`src/rtl/pipe_pkg.sv`:
```
// Shared definitions for the ID/EX pipeline stage: default field widths and the
// prioritised stage-control encoding.
package pipe_pkg;

  localparam int unsigned DataWDef  = 16;
  localparam int unsigned RaddrWDef = 3;
  localparam int unsigned AluopWDef = 4;
  localparam int unsigned CntWDef   = 8;

  typedef enum logic [1:0] {
    CTL_NORMAL = 2'd0,
    CTL_BUBBLE = 2'd1,
    CTL_HOLD   = 2'd2,
    CTL_FLUSH  = 2'd3
  } ctl_e;

  // Collapse the three raw controls into one action: flush > hold > bubble > normal.
  function automatic ctl_e ctl_sel(input logic flush, input logic hold, input logic bubble);
    ctl_e ctl;
    if (flush) begin
      ctl = CTL_FLUSH;
    end else if (hold) begin
      ctl = CTL_HOLD;
    end else if (bubble) begin
      ctl = CTL_BUBBLE;
    end else begin
      ctl = CTL_NORMAL;
    end
    return ctl;
  endfunction

endpackage

```
`src/rtl/id_ex_pipe_reg_if.sv`:
```
// Decode-to-execute bundle: decode-side fields and stage controls in, execute-side
// registered fields, hazard flag and profiling counters out.
interface id_ex_pipe_reg_if #(
  parameter int unsigned DATA_W  = pipe_pkg::DataWDef,
  parameter int unsigned RADDR_W = pipe_pkg::RaddrWDef,
  parameter int unsigned ALUOP_W = pipe_pkg::AluopWDef,
  parameter int unsigned CNT_W   = pipe_pkg::CntWDef
);

  logic               flush;
  logic               hold;
  logic               bubble;

  logic               id_valid;
  logic [ALUOP_W-1:0] id_alu_op;
  logic               id_wb;
  logic               id_ext_mem;
  logic               id_wmem;
  logic               id_load;
  logic [DATA_W-1:0]  id_r1;
  logic [DATA_W-1:0]  id_r2;
  logic [DATA_W-1:0]  id_wd_mem;
  logic [RADDR_W-1:0] id_rd;
  logic [RADDR_W-1:0] id_rs;
  logic [RADDR_W-1:0] id_rt;

  logic               ex_valid;
  logic [ALUOP_W-1:0] ex_alu_op;
  logic               ex_wb;
  logic               ex_ext_mem;
  logic               ex_wmem;
  logic               ex_load;
  logic [DATA_W-1:0]  ex_r1;
  logic [DATA_W-1:0]  ex_r2;
  logic [DATA_W-1:0]  ex_wd_mem;
  logic [RADDR_W-1:0] ex_rd;
  logic [RADDR_W-1:0] ex_rs;
  logic [RADDR_W-1:0] ex_rt;

  logic               load_use_hazard;
  logic [CNT_W-1:0]   bubble_cnt;
  logic [CNT_W-1:0]   hold_cnt;

  modport master (
    output flush, hold, bubble,
    output id_valid, id_alu_op, id_wb, id_ext_mem, id_wmem, id_load,
    output id_r1, id_r2, id_wd_mem, id_rd, id_rs, id_rt,
    input  ex_valid, ex_alu_op, ex_wb, ex_ext_mem, ex_wmem, ex_load,
    input  ex_r1, ex_r2, ex_wd_mem, ex_rd, ex_rs, ex_rt,
    input  load_use_hazard, bubble_cnt, hold_cnt
  );

  modport slave (
    input  flush, hold, bubble,
    input  id_valid, id_alu_op, id_wb, id_ext_mem, id_wmem, id_load,
    input  id_r1, id_r2, id_wd_mem, id_rd, id_rs, id_rt,
    output ex_valid, ex_alu_op, ex_wb, ex_ext_mem, ex_wmem, ex_load,
    output ex_r1, ex_r2, ex_wd_mem, ex_rd, ex_rs, ex_rt,
    output load_use_hazard, bubble_cnt, hold_cnt
  );

endinterface

```
`src/rtl/sat_counter.sv`:
```
// Event counter that sticks at its all-ones value instead of wrapping.
module sat_counter #(
  parameter int unsigned CNT_W = 8
) (
  input  logic             clk,
  input  logic             rst_n,
  input  logic             inc,
  output logic [CNT_W-1:0] cnt
);

  logic [CNT_W-1:0] cnt_q;
  logic [CNT_W-1:0] cnt_d;

  always_comb begin
    cnt_d = cnt_q;
    if (inc && (cnt_q != {CNT_W{1'b1}})) begin
      cnt_d = cnt_q + {{(CNT_W-1){1'b0}}, 1'b1};
    end
  end

  always_ff @(posedge clk or negedge rst_n) begin
    if (!rst_n) begin
      cnt_q <= '0;
    end else begin
      cnt_q <= cnt_d;
    end
  end

  assign cnt = cnt_q;

endmodule

```
`src/rtl/id_ex_pipe_reg.sv`:
```
// ID/EX pipeline register with prioritised flush/hold/bubble, write-enable gating by
// valid, load-use hazard detection and saturating stall profiling counters.
module id_ex_pipe_reg
  import pipe_pkg::*;
#(
  parameter int unsigned DATA_W       = DataWDef,
  parameter int unsigned RADDR_W      = RaddrWDef,
  parameter int unsigned ALUOP_W      = AluopWDef,
  parameter int unsigned CNT_W        = CntWDef,
  parameter bit          R0_HARDWIRED = 1'b1
) (
  input logic           clk,
  input logic           rst_n,
  id_ex_pipe_reg_if.slave bus
);

  ctl_e ctl;

  logic               valid_q,   valid_d;
  logic [ALUOP_W-1:0] alu_op_q,  alu_op_d;
  logic               wb_q,      wb_d;
  logic               ext_mem_q, ext_mem_d;
  logic               wmem_q,    wmem_d;
  logic               load_q,    load_d;
  logic [DATA_W-1:0]  r1_q,      r1_d;
  logic [DATA_W-1:0]  r2_q,      r2_d;
  logic [DATA_W-1:0]  wd_mem_q,  wd_mem_d;
  logic [RADDR_W-1:0] rd_q,      rd_d;
  logic [RADDR_W-1:0] rs_q,      rs_d;
  logic [RADDR_W-1:0] rt_q,      rt_d;

  assign ctl = ctl_sel(bus.flush, bus.hold, bus.bubble);

  always_comb begin
    valid_d   = valid_q;
    alu_op_d  = alu_op_q;
    wb_d      = wb_q;
    ext_mem_d = ext_mem_q;
    wmem_d    = wmem_q;
    load_d    = load_q;
    r1_d      = r1_q;
    r2_d      = r2_q;
    wd_mem_d  = wd_mem_q;
    rd_d      = rd_q;
    rs_d      = rs_q;
    rt_d      = rt_q;
    unique case (ctl)
      CTL_FLUSH: begin
        valid_d   = 1'b0;
        alu_op_d  = '0;
        wb_d      = 1'b0;
        ext_mem_d = 1'b0;
        wmem_d    = 1'b0;
        load_d    = 1'b0;
        r1_d      = '0;
        r2_d      = '0;
        wd_mem_d  = '0;
        rd_d      = '0;
        rs_d      = '0;
        rt_d      = '0;
      end
      CTL_HOLD: begin
      end
      // A bubble still latches the data path; only the side-effecting enables die.
      CTL_BUBBLE: begin
        valid_d   = 1'b0;
        alu_op_d  = bus.id_alu_op;
        wb_d      = 1'b0;
        ext_mem_d = bus.id_ext_mem;
        wmem_d    = 1'b0;
        load_d    = 1'b0;
        r1_d      = bus.id_r1;
        r2_d      = bus.id_r2;
        wd_mem_d  = bus.id_wd_mem;
        rd_d      = bus.id_rd;
        rs_d      = bus.id_rs;
        rt_d      = bus.id_rt;
      end
      CTL_NORMAL: begin
        valid_d   = bus.id_valid;
        alu_op_d  = bus.id_alu_op;
        wb_d      = bus.id_wb & bus.id_valid;
        ext_mem_d = bus.id_ext_mem;
        wmem_d    = bus.id_wmem & bus.id_valid;
        load_d    = bus.id_load & bus.id_valid;
        r1_d      = bus.id_r1;
        r2_d      = bus.id_r2;
        wd_mem_d  = bus.id_wd_mem;
        rd_d      = bus.id_rd;
        rs_d      = bus.id_rs;
        rt_d      = bus.id_rt;
      end
      default: begin
      end
    endcase
  end

  always_ff @(posedge clk or negedge rst_n) begin
    if (!rst_n) begin
      valid_q   <= 1'b0;
      alu_op_q  <= '0;
      wb_q      <= 1'b0;
      ext_mem_q <= 1'b0;
      wmem_q    <= 1'b0;
      load_q    <= 1'b0;
      r1_q      <= '0;
      r2_q      <= '0;
      wd_mem_q  <= '0;
      rd_q      <= '0;
      rs_q      <= '0;
      rt_q      <= '0;
    end else begin
      valid_q   <= valid_d;
      alu_op_q  <= alu_op_d;
      wb_q      <= wb_d;
      ext_mem_q <= ext_mem_d;
      wmem_q    <= wmem_d;
      load_q    <= load_d;
      r1_q      <= r1_d;
      r2_q      <= r2_d;
      wd_mem_q  <= wd_mem_d;
      rd_q      <= rd_d;
      rs_q      <= rs_d;
      rt_q      <= rt_d;
    end
  end

  assign bus.ex_valid   = valid_q;
  assign bus.ex_alu_op  = alu_op_q;
  assign bus.ex_wb      = wb_q;
  assign bus.ex_ext_mem = ext_mem_q;
  assign bus.ex_wmem    = wmem_q;
  assign bus.ex_load    = load_q;
  assign bus.ex_r1      = r1_q;
  assign bus.ex_r2      = r2_q;
  assign bus.ex_wd_mem  = wd_mem_q;
  assign bus.ex_rd      = rd_q;
  assign bus.ex_rs      = rs_q;
  assign bus.ex_rt      = rt_q;

  // Ungated by stage controls: the hazard unit turns this straight back into bubble.
  logic rd_match;
  logic rd_is_r0;
  assign rd_match = (rd_q == bus.id_rs) || (rd_q == bus.id_rt);
  assign rd_is_r0 = (rd_q == '0);
  assign bus.load_use_hazard = bus.id_valid & valid_q & load_q & wb_q & rd_match
                               & ~(R0_HARDWIRED & rd_is_r0);

  sat_counter #(
    .CNT_W(CNT_W)
  ) u_bubble_cnt (
    .clk  (clk),
    .rst_n(rst_n),
    .inc  (ctl == CTL_BUBBLE),
    .cnt  (bus.bubble_cnt)
  );

  sat_counter #(
    .CNT_W(CNT_W)
  ) u_hold_cnt (
    .clk  (clk),
    .rst_n(rst_n),
    .inc  (ctl == CTL_HOLD),
    .cnt  (bus.hold_cnt)
  );

endmodule

```
`src/flat_wrapper.sv`:
```
// flat-port wrapper written by rule: the top's interface ports become plain ports
module id_ex_pipe_reg_flat import pipe_pkg::*;
#(
  parameter int unsigned DATA_W       = DataWDef,
  parameter int unsigned RADDR_W      = RaddrWDef,
  parameter int unsigned ALUOP_W      = AluopWDef,
  parameter int unsigned CNT_W        = CntWDef,
  parameter bit          R0_HARDWIRED = 1'b1
)
  (clk, rst_n, bus_flush, bus_hold, bus_bubble, bus_id_valid, bus_id_alu_op, bus_id_wb, bus_id_ext_mem, bus_id_wmem, bus_id_load, bus_id_r1, bus_id_r2, bus_id_wd_mem, bus_id_rd, bus_id_rs, bus_id_rt, bus_ex_valid, bus_ex_alu_op, bus_ex_wb, bus_ex_ext_mem, bus_ex_wmem, bus_ex_load, bus_ex_r1, bus_ex_r2, bus_ex_wd_mem, bus_ex_rd, bus_ex_rs, bus_ex_rt, bus_load_use_hazard, bus_bubble_cnt, bus_hold_cnt);
  id_ex_pipe_reg_if #(.DATA_W(DATA_W), .RADDR_W(RADDR_W), .ALUOP_W(ALUOP_W), .CNT_W(CNT_W)) bus_i ();
  input logic clk;
  input logic rst_n;
  input wire logic [$bits(bus_i.flush)-1:0] bus_flush;
  input wire logic [$bits(bus_i.hold)-1:0] bus_hold;
  input wire logic [$bits(bus_i.bubble)-1:0] bus_bubble;
  input wire logic [$bits(bus_i.id_valid)-1:0] bus_id_valid;
  input wire logic [$bits(bus_i.id_alu_op)-1:0] bus_id_alu_op;
  input wire logic [$bits(bus_i.id_wb)-1:0] bus_id_wb;
  input wire logic [$bits(bus_i.id_ext_mem)-1:0] bus_id_ext_mem;
  input wire logic [$bits(bus_i.id_wmem)-1:0] bus_id_wmem;
  input wire logic [$bits(bus_i.id_load)-1:0] bus_id_load;
  input wire logic [$bits(bus_i.id_r1)-1:0] bus_id_r1;
  input wire logic [$bits(bus_i.id_r2)-1:0] bus_id_r2;
  input wire logic [$bits(bus_i.id_wd_mem)-1:0] bus_id_wd_mem;
  input wire logic [$bits(bus_i.id_rd)-1:0] bus_id_rd;
  input wire logic [$bits(bus_i.id_rs)-1:0] bus_id_rs;
  input wire logic [$bits(bus_i.id_rt)-1:0] bus_id_rt;
  output wire logic [$bits(bus_i.ex_valid)-1:0] bus_ex_valid;
  output wire logic [$bits(bus_i.ex_alu_op)-1:0] bus_ex_alu_op;
  output wire logic [$bits(bus_i.ex_wb)-1:0] bus_ex_wb;
  output wire logic [$bits(bus_i.ex_ext_mem)-1:0] bus_ex_ext_mem;
  output wire logic [$bits(bus_i.ex_wmem)-1:0] bus_ex_wmem;
  output wire logic [$bits(bus_i.ex_load)-1:0] bus_ex_load;
  output wire logic [$bits(bus_i.ex_r1)-1:0] bus_ex_r1;
  output wire logic [$bits(bus_i.ex_r2)-1:0] bus_ex_r2;
  output wire logic [$bits(bus_i.ex_wd_mem)-1:0] bus_ex_wd_mem;
  output wire logic [$bits(bus_i.ex_rd)-1:0] bus_ex_rd;
  output wire logic [$bits(bus_i.ex_rs)-1:0] bus_ex_rs;
  output wire logic [$bits(bus_i.ex_rt)-1:0] bus_ex_rt;
  output wire logic [$bits(bus_i.load_use_hazard)-1:0] bus_load_use_hazard;
  output wire logic [$bits(bus_i.bubble_cnt)-1:0] bus_bubble_cnt;
  output wire logic [$bits(bus_i.hold_cnt)-1:0] bus_hold_cnt;
  assign bus_i.flush = bus_flush;
  assign bus_i.hold = bus_hold;
  assign bus_i.bubble = bus_bubble;
  assign bus_i.id_valid = bus_id_valid;
  assign bus_i.id_alu_op = bus_id_alu_op;
  assign bus_i.id_wb = bus_id_wb;
  assign bus_i.id_ext_mem = bus_id_ext_mem;
  assign bus_i.id_wmem = bus_id_wmem;
  assign bus_i.id_load = bus_id_load;
  assign bus_i.id_r1 = bus_id_r1;
  assign bus_i.id_r2 = bus_id_r2;
  assign bus_i.id_wd_mem = bus_id_wd_mem;
  assign bus_i.id_rd = bus_id_rd;
  assign bus_i.id_rs = bus_id_rs;
  assign bus_i.id_rt = bus_id_rt;
  assign bus_ex_valid = bus_i.ex_valid;
  assign bus_ex_alu_op = bus_i.ex_alu_op;
  assign bus_ex_wb = bus_i.ex_wb;
  assign bus_ex_ext_mem = bus_i.ex_ext_mem;
  assign bus_ex_wmem = bus_i.ex_wmem;
  assign bus_ex_load = bus_i.ex_load;
  assign bus_ex_r1 = bus_i.ex_r1;
  assign bus_ex_r2 = bus_i.ex_r2;
  assign bus_ex_wd_mem = bus_i.ex_wd_mem;
  assign bus_ex_rd = bus_i.ex_rd;
  assign bus_ex_rs = bus_i.ex_rs;
  assign bus_ex_rt = bus_i.ex_rt;
  assign bus_load_use_hazard = bus_i.load_use_hazard;
  assign bus_bubble_cnt = bus_i.bubble_cnt;
  assign bus_hold_cnt = bus_i.hold_cnt;
  id_ex_pipe_reg #(.DATA_W(DATA_W), .RADDR_W(RADDR_W), .ALUOP_W(ALUOP_W), .CNT_W(CNT_W), .R0_HARDWIRED(R0_HARDWIRED)) u_core (.clk(clk), .rst_n(rst_n), .bus(bus_i));
endmodule
```
`config.mk`:
```
export PLATFORM = sky130hd
export DESIGN_NAME = id_ex_pipe_reg_flat
export DESIGN_NICKNAME = d
export VERILOG_FILES = /design/src/rtl/pipe_pkg.sv /design/src/rtl/id_ex_pipe_reg_if.sv /design/src/rtl/sat_counter.sv /design/src/rtl/id_ex_pipe_reg.sv /design/src/flat_wrapper.sv
export SDC_FILE = /design/constraint.sdc
export NUM_CORES = 1
export LEC_CHECK = 0
export ABC_AREA = 1
export CORE_AREA = 2 2 94 105
export CTS_CLUSTER_DIAMETER = 80
export DETAILED_ROUTE_END_ITERATION = 10
export DIE_AREA = 0 0 96 107
export GPL_TIMING_DRIVEN = 0
export PLACE_DENSITY = 0.74
export SETUP_SLACK_MARGIN = 0.02
export SLEW_MARGIN = 20
export SYNTH_ARGS = -nofsm -noshare
export SYNTH_HDL_FRONTEND = slang
export SYNTH_SLANG_ARGS = --single-unit
```
`constraint.sdc`:
```
create_clock -name clk -period 2.55 [get_ports clk]
set_clock_uncertainty 0.1 [all_clocks]
set_input_delay 0.3825 -clock clk [delete_from_list [all_inputs] [get_ports clk]]
set_output_delay 0.3825 -clock clk [all_outputs]
set_load 0.03 [all_outputs]
```
Word level (Yosys, flattened, before mapping)
Cells that the tools add are included.

Logic and storage cells: 56. Register bits after elaboration: 82. Bits of input ports: 71.

$add $sub $neg: 2. Equal/unequal tests: 7. Bitwise operators: 9. Reduce and logical (&&, ||, !) cells: 9. Muxes and demuxes: 15.

Operator list (number): 16-bit one-hot mux with 2 select lines (3); 3-bit one-hot mux with 2 select lines (3); 8-bit by 1-bit adder with 8-bit output, second input constant (2); 8-bit inequality test, second input constant (2); 1-bit one-hot mux with 2 select lines (5); 1-bit AND (8); 4-bit one-hot mux with 2 select lines (1); 3-bit equality test (2); 2-bit equality test, second input constant (2); 2-bit two-way mux (2); 2-bit nonzero test (2); 2-bit OR reduction (2); 3-bit zero test (1); 2-bit by 1-bit equality test with 1-bit output, second input constant (1); 1-bit logical AND (2); 2-bit zero test (1); 1-bit logical OR (1); 1-bit two-way mux (1); 1-bit NOT (1).

Depth between registers and ports, before layout
Word-level depth: 6. Mapped depth: 8.

Hierarchy
A second synthesis with hierarchy kept.

Cells, all modules: 434. Area total of the unflattened synthesis: 3590.9 um2.

By module, submodules not included: id_ex_pipe_reg (cells each 308, area each 2625.0 um2, instances 1); sat_counter (cells each 63, area each 483.0 um2, instances 2).

Worst setup path after synthesis
No wires, ideal clock.

Kind: flip-flop to output port. From: register u_core.rd_q[1], in the netlist u_core.bus.ex_rd[1]. To: output port bus_load_use_hazard. Arrival time: 1.298 ns. Slack: 0.769 ns. Cell stages (with the launch flop): 6. Path through: dfrtp_1 -> inv_1 -> nand2_1 -> nand2_1 -> nand3_1 -> a21oi_1.

Longest elaborated chain between the ends: 4. Elaborated cells between the ends (all ways): 7.

Ends and longest elaborated chain: from (decl) (RTL line id_ex_pipe_reg.sv:28) `logic [RADDR_W-1:0] rd_q, rd_d;`; from (signal assigned) (RTL line id_ex_pipe_reg.sv:122) `rd_q <= rd_d;`; 3-bit equality test (RTL line id_ex_pipe_reg.sv:144) `assign rd_match = (rd_q == bus.id_rs) || (rd_q == bus.id_rt);`; 1-bit logical OR (RTL line id_ex_pipe_reg.sv:144); 1-bit AND (RTL line id_ex_pipe_reg.sv:146) `assign bus.load_use_hazard = bus.id_valid & valid_q & load_q & wb_q & rd_match`; 1-bit AND * (RTL line id_ex_pipe_reg.sv:147) `& ~(R0_HARDWIRED & rd_is_r0);`; to (decl) (RTL line flat_wrapper.sv:41) `output wire logic [$bits(bus_i.load_use_hazard)-1:0] bus_load_use_hazard;`.

Mark *: on every way between the ends. The rest lies on a longest branch, timed or not.

Worst setup path after layout
From: input port bus_id_valid. To: output port bus_load_use_hazard.

Longest elaborated chain between the ends: 5.

Ends and longest elaborated chain: from (decl) (RTL line flat_wrapper.sv:17) `input wire logic [$bits(bus_i.id_valid)-1:0] bus_id_valid;`; 1-bit AND (4 in a row) (RTL line id_ex_pipe_reg.sv:146); 1-bit AND (RTL line id_ex_pipe_reg.sv:147).

Every way passes these cells.

==> impl_metrics.env <==
export IMPL_n_fill_cell=816
export IMPL_synth_edf_count=0
export IMPL_critPathMaxFanout=2
export IMPL_dr_first_iter_drc_count=144
export IMPL_wl_per_cell_um=12.84
export IMPL_ant_nets=0
export IMPL_overflow=0
export IMPL_row_count=37
export IMPL_start_util_pct=38.00
export IMPL_antenna_cells=0
export IMPL_synth_warnings=0
export IMPL_cts_buffer_depth=2
export IMPL_route_detailed_drc=0
export IMPL_whs_ns=0.3706
export IMPL_finalNetCount=672
export IMPL_synth_simple_gate_area_share_pct=31.31
export IMPL_setup_slack_ns=0.4753
export IMPL_synth_top_area_share_pct=58.61
export IMPL_timing_hold_violations_final=0
export IMPL_crit_type="input pin to primary output"
export IMPL_yosysSeqAreaShare_pct=58.61
export IMPL_cap_violations=0
export IMPL_dpl_worst_slack_ns=0.09575
export IMPL_min_period_over_period_pct=81.36
export IMPL_outcome="completed"
export IMPL_chipHeight_um=107
export IMPL_ios=154
export IMPL_required_ns=2.07
export IMPL_ys_top_cells_by_count="nand2_1 (251), dfrtp_1 (82), inv_1 (26), nor2_1 (15), o21ai_0 (13)"
export IMPL_crit_family="buffers and inverters"
export IMPL_p_per_area_mw_per_mm2=630.2
export IMPL_clkLatencyLatePin_ns=0.35
export IMPL_grt_pass1_wl_mm=14.60
export IMPL_detail_route_first_pass_iterations=5
export IMPL_synth_xor_area_share_pct=1.751
export IMPL_fin_crit_ns=2.075
export IMPL_max_freq_ghz=0.4820
export IMPL_clk_pin_slew_worst_paths_ns=0.08
export IMPL_tightest_slew_ns=0.4987
export IMPL_coreArea_mm2=0.009213
export IMPL_via_count=3242
export IMPL_critical_path_arrival_ns=1.59
export IMPL_hp_class="flop to flop"
export IMPL_synth_cells=433
export IMPL_rr_worst_depth=8
export IMPL_grt_pass1_vias=3136
export IMPL_synth_compound_area_share_pct=2.931
export IMPL_die_area_mm2=0.01027
export IMPL_synth_top_family_by_area="simple AND/OR/NAND/NOR gates"
export IMPL_cts_setup_buffers=0
export IMPL_crit_chain="clkdlybuf4s50_1 -> nand3_1 -> nor2_1 -> o31ai_1 -> a21oi_1 -> dlymetal6s2s_1"
export IMPL_crit_path_top_delay_cell="clkdlybuf4s50_1"
export IMPL_crit_path_end_kind="primary output"
export IMPL_area_delta_synth_final_pct=55.75
export IMPL_die_w_um=96
export IMPL_io_buffers=153
export IMPL_post_dp_hpwl_mm=7.016
export IMPL_netlist_area_mm2=0.003501
export IMPL_p_leak_nw=2.716
export IMPL_synthDistinctLibCells=23
export IMPL_drv_slew=0
export IMPL_synth_adder_area_share_pct=0.7148
export IMPL_cp_slowest_stage_delay_ns=0.48
export IMPL_wl_mm=9.257
export IMPL_finalSetupViolCount=0
export IMPL_yosysTopAreaCell="dfrtp_1"
export IMPL_cts_buffers=9
export IMPL_async_reset_ff_share_pct=100.0
export IMPL_syn_num_nets=506
export IMPL_worstSetupStartpointType="input pin"
export IMPL_grt_util_all_layers_pct=18.47
export IMPL_cts_tree="yes"
export IMPL_drive_gt1_share_pct=5.464
export IMPL_synthFlopType="dfrtp_1"
export IMPL_crit_buf_inv=2
export IMPL_peakVddDrop_v=0.0003472
export IMPL_synth_most_common_cell="nand2_1"
export IMPL_ys_ff_latch=82
export IMPL_grt_antenna_before_repair=0
export IMPL_min_delay_path_depth=2
export IMPL_gp_congestion=0.8357
export IMPL_timing_slew_headroom_pct=66.76
export IMPL_p_total_mw=3.436
export IMPL_syn_avg_cell_area_um2=8.085
export IMPL_cts_max_level=3
export IMPL_clockRootBuffer="clkbuf_8"
export IMPL_rsz0062_at_grt="false"
export IMPL_vias_per_cell=4.497
export IMPL_clkSinkCount=82
export IMPL_synthMuxAreaShare_pct=0
export IMPL_grt_max_degree=48
export IMPL_crit_cells=6
export IMPL_synth_area_leaders="dfrtp_1 (59%), nand2_1 (27%), inv_1 (2.8%)"
export IMPL_setup_tns_final_ns=0
[path summary, 6_finish.rpt]
path / end / start / slack (ns)
worst max-delay path: bus_load_use_hazard / bus_id_valid / 0.48
worst min-delay path: u_core.bus.ex_wd_mem[4]$_DFFE_PN0P_ / u_core.bus.ex_wd_mem[4]$_DFFE_PN0P_ / 0.37
worst max register to register: u_core.u_bubble_cnt.cnt[4]$_DFFE_PN0P_ / u_core.u_bubble_cnt.cnt[0]$_DFFE_PN0P_ / 0.86
worst min register to register: u_core.bus.ex_wd_mem[4]$_DFFE_PN0P_ / u_core.bus.ex_wd_mem[4]$_DFFE_PN0P_ / 0.37
max in group asynchronous: u_core.bus.ex_wd_mem[14]$_DFFE_PN0P_ / rst_n / 1.32
min in group asynchronous: u_core.u_bubble_cnt.cnt[3]$_DFFE_PN0P_ / rst_n / 0.43
[flip-flops by register name, indices dropped and copies added, names as in the netlist]
| signal | flops |
|---|---|
| u_core.bus.ex_r1 | 16 |
| u_core.bus.ex_r2 | 16 |
| u_core.bus.ex_wd_mem | 16 |
| u_core.u_bubble_cnt.cnt | 8 |
| u_core.u_hold_cnt.cnt | 8 |
| u_core.bus.ex_alu_op | 4 |
| u_core.bus.ex_rd | 3 |
| u_core.bus.ex_rs | 3 |
| u_core.bus.ex_rt | 3 |
| u_core.bus.ex_ext_mem | 1 |
| u_core.bus.ex_load | 1 |
| u_core.bus.ex_valid | 1 |
| u_core.bus.ex_wb | 1 |
| u_core.bus.ex_wmem | 1 |
[layout by cell type, fill, tap and decap left out, drive strengths merged]
cell	Yosys	routed
nand2	252	252
clkdlybuf4s50	0	151
dfrtp	82	82
inv	28	29
nor2	16	16
o21ai	14	14
clkbuf	3	14
nand3	12	12
buf	9	11
xnor2	5	5
a21oi	3	3
nand4	2	2
xor2	2	2
ha	2	2
bufinv	0	2
o31ai	1	1
nand3b	1	1
o22ai	1	1
clkinv	0	1
clkinvlp	0	1
dlygate4sd3	0	1
dlymetal6s2s	0	1
[stage by stage]
| step | utilization [%] | cells | area (µm²) |
|---|---|---|---|
| 3_5_place_dp | 56.49 | 704 | 5204 |
| 3_3_place_gp | 56.21 | 703 | 5179 |
| 4_1_cts | 59.16 | 721 | 5450 |
| 5_1_grt | 59.19 | 721 | 5453 |
| 2_1_floorplan | - | 433 | 3501 |
| 6_report | 59.19 | 721 | 5453 |
[logic make-up after synthesis]
logic type	count (synthesis)
and+or+nand+nor	283
DFF	82
buffers and inverters	40
AOI/OAI and AO/OA	19
xor gates and xnor gates	7
adders and majority gates	2
[tightest hold or removal path: stages (launching register included)]
cell and delay (ns):
dfrtp_1 0.35, nand2_1 0.05, nand2_1 0.04
[layer usage]
layer	global-route usage [%]	share of wire, %
met5	0	0
met4	7.245	1.6
met3	6.957	9.7
met2	30.51	47
met1	21.44	41
[power breakdown]
group | total, mW | switching [mW] | internal, mW
registers | 1.52 | 0.114 | 1.41
logic | 0.827 | 0.451 | 0.376
clock network | 1.09 | 0.479 | 0.610
total | 3.44 | 1.04 | 2.39
[area by class of cell]
type	count	area (µm²)	share of cell area, %
well taps	117	146.4	2.685
repair buffers	155	1569	28.77
clock inverters	5	85.08	1.560
flip-flops and latches	82	2052	37.63
multi-input cells	311	1285	23.57
plain buffers	12	58.81	1.078
clock buffers	11	151.4	2.776
inverters	28	105.1	1.927
[repair_timing]
action,CTS,global route
endpoints found under the hold margin,35,0
resized for setup,0,1
endpoints found under the setup margin,0,1
hold buffers,1,0
Note: power is estimated with default switching activity, not from simulation.
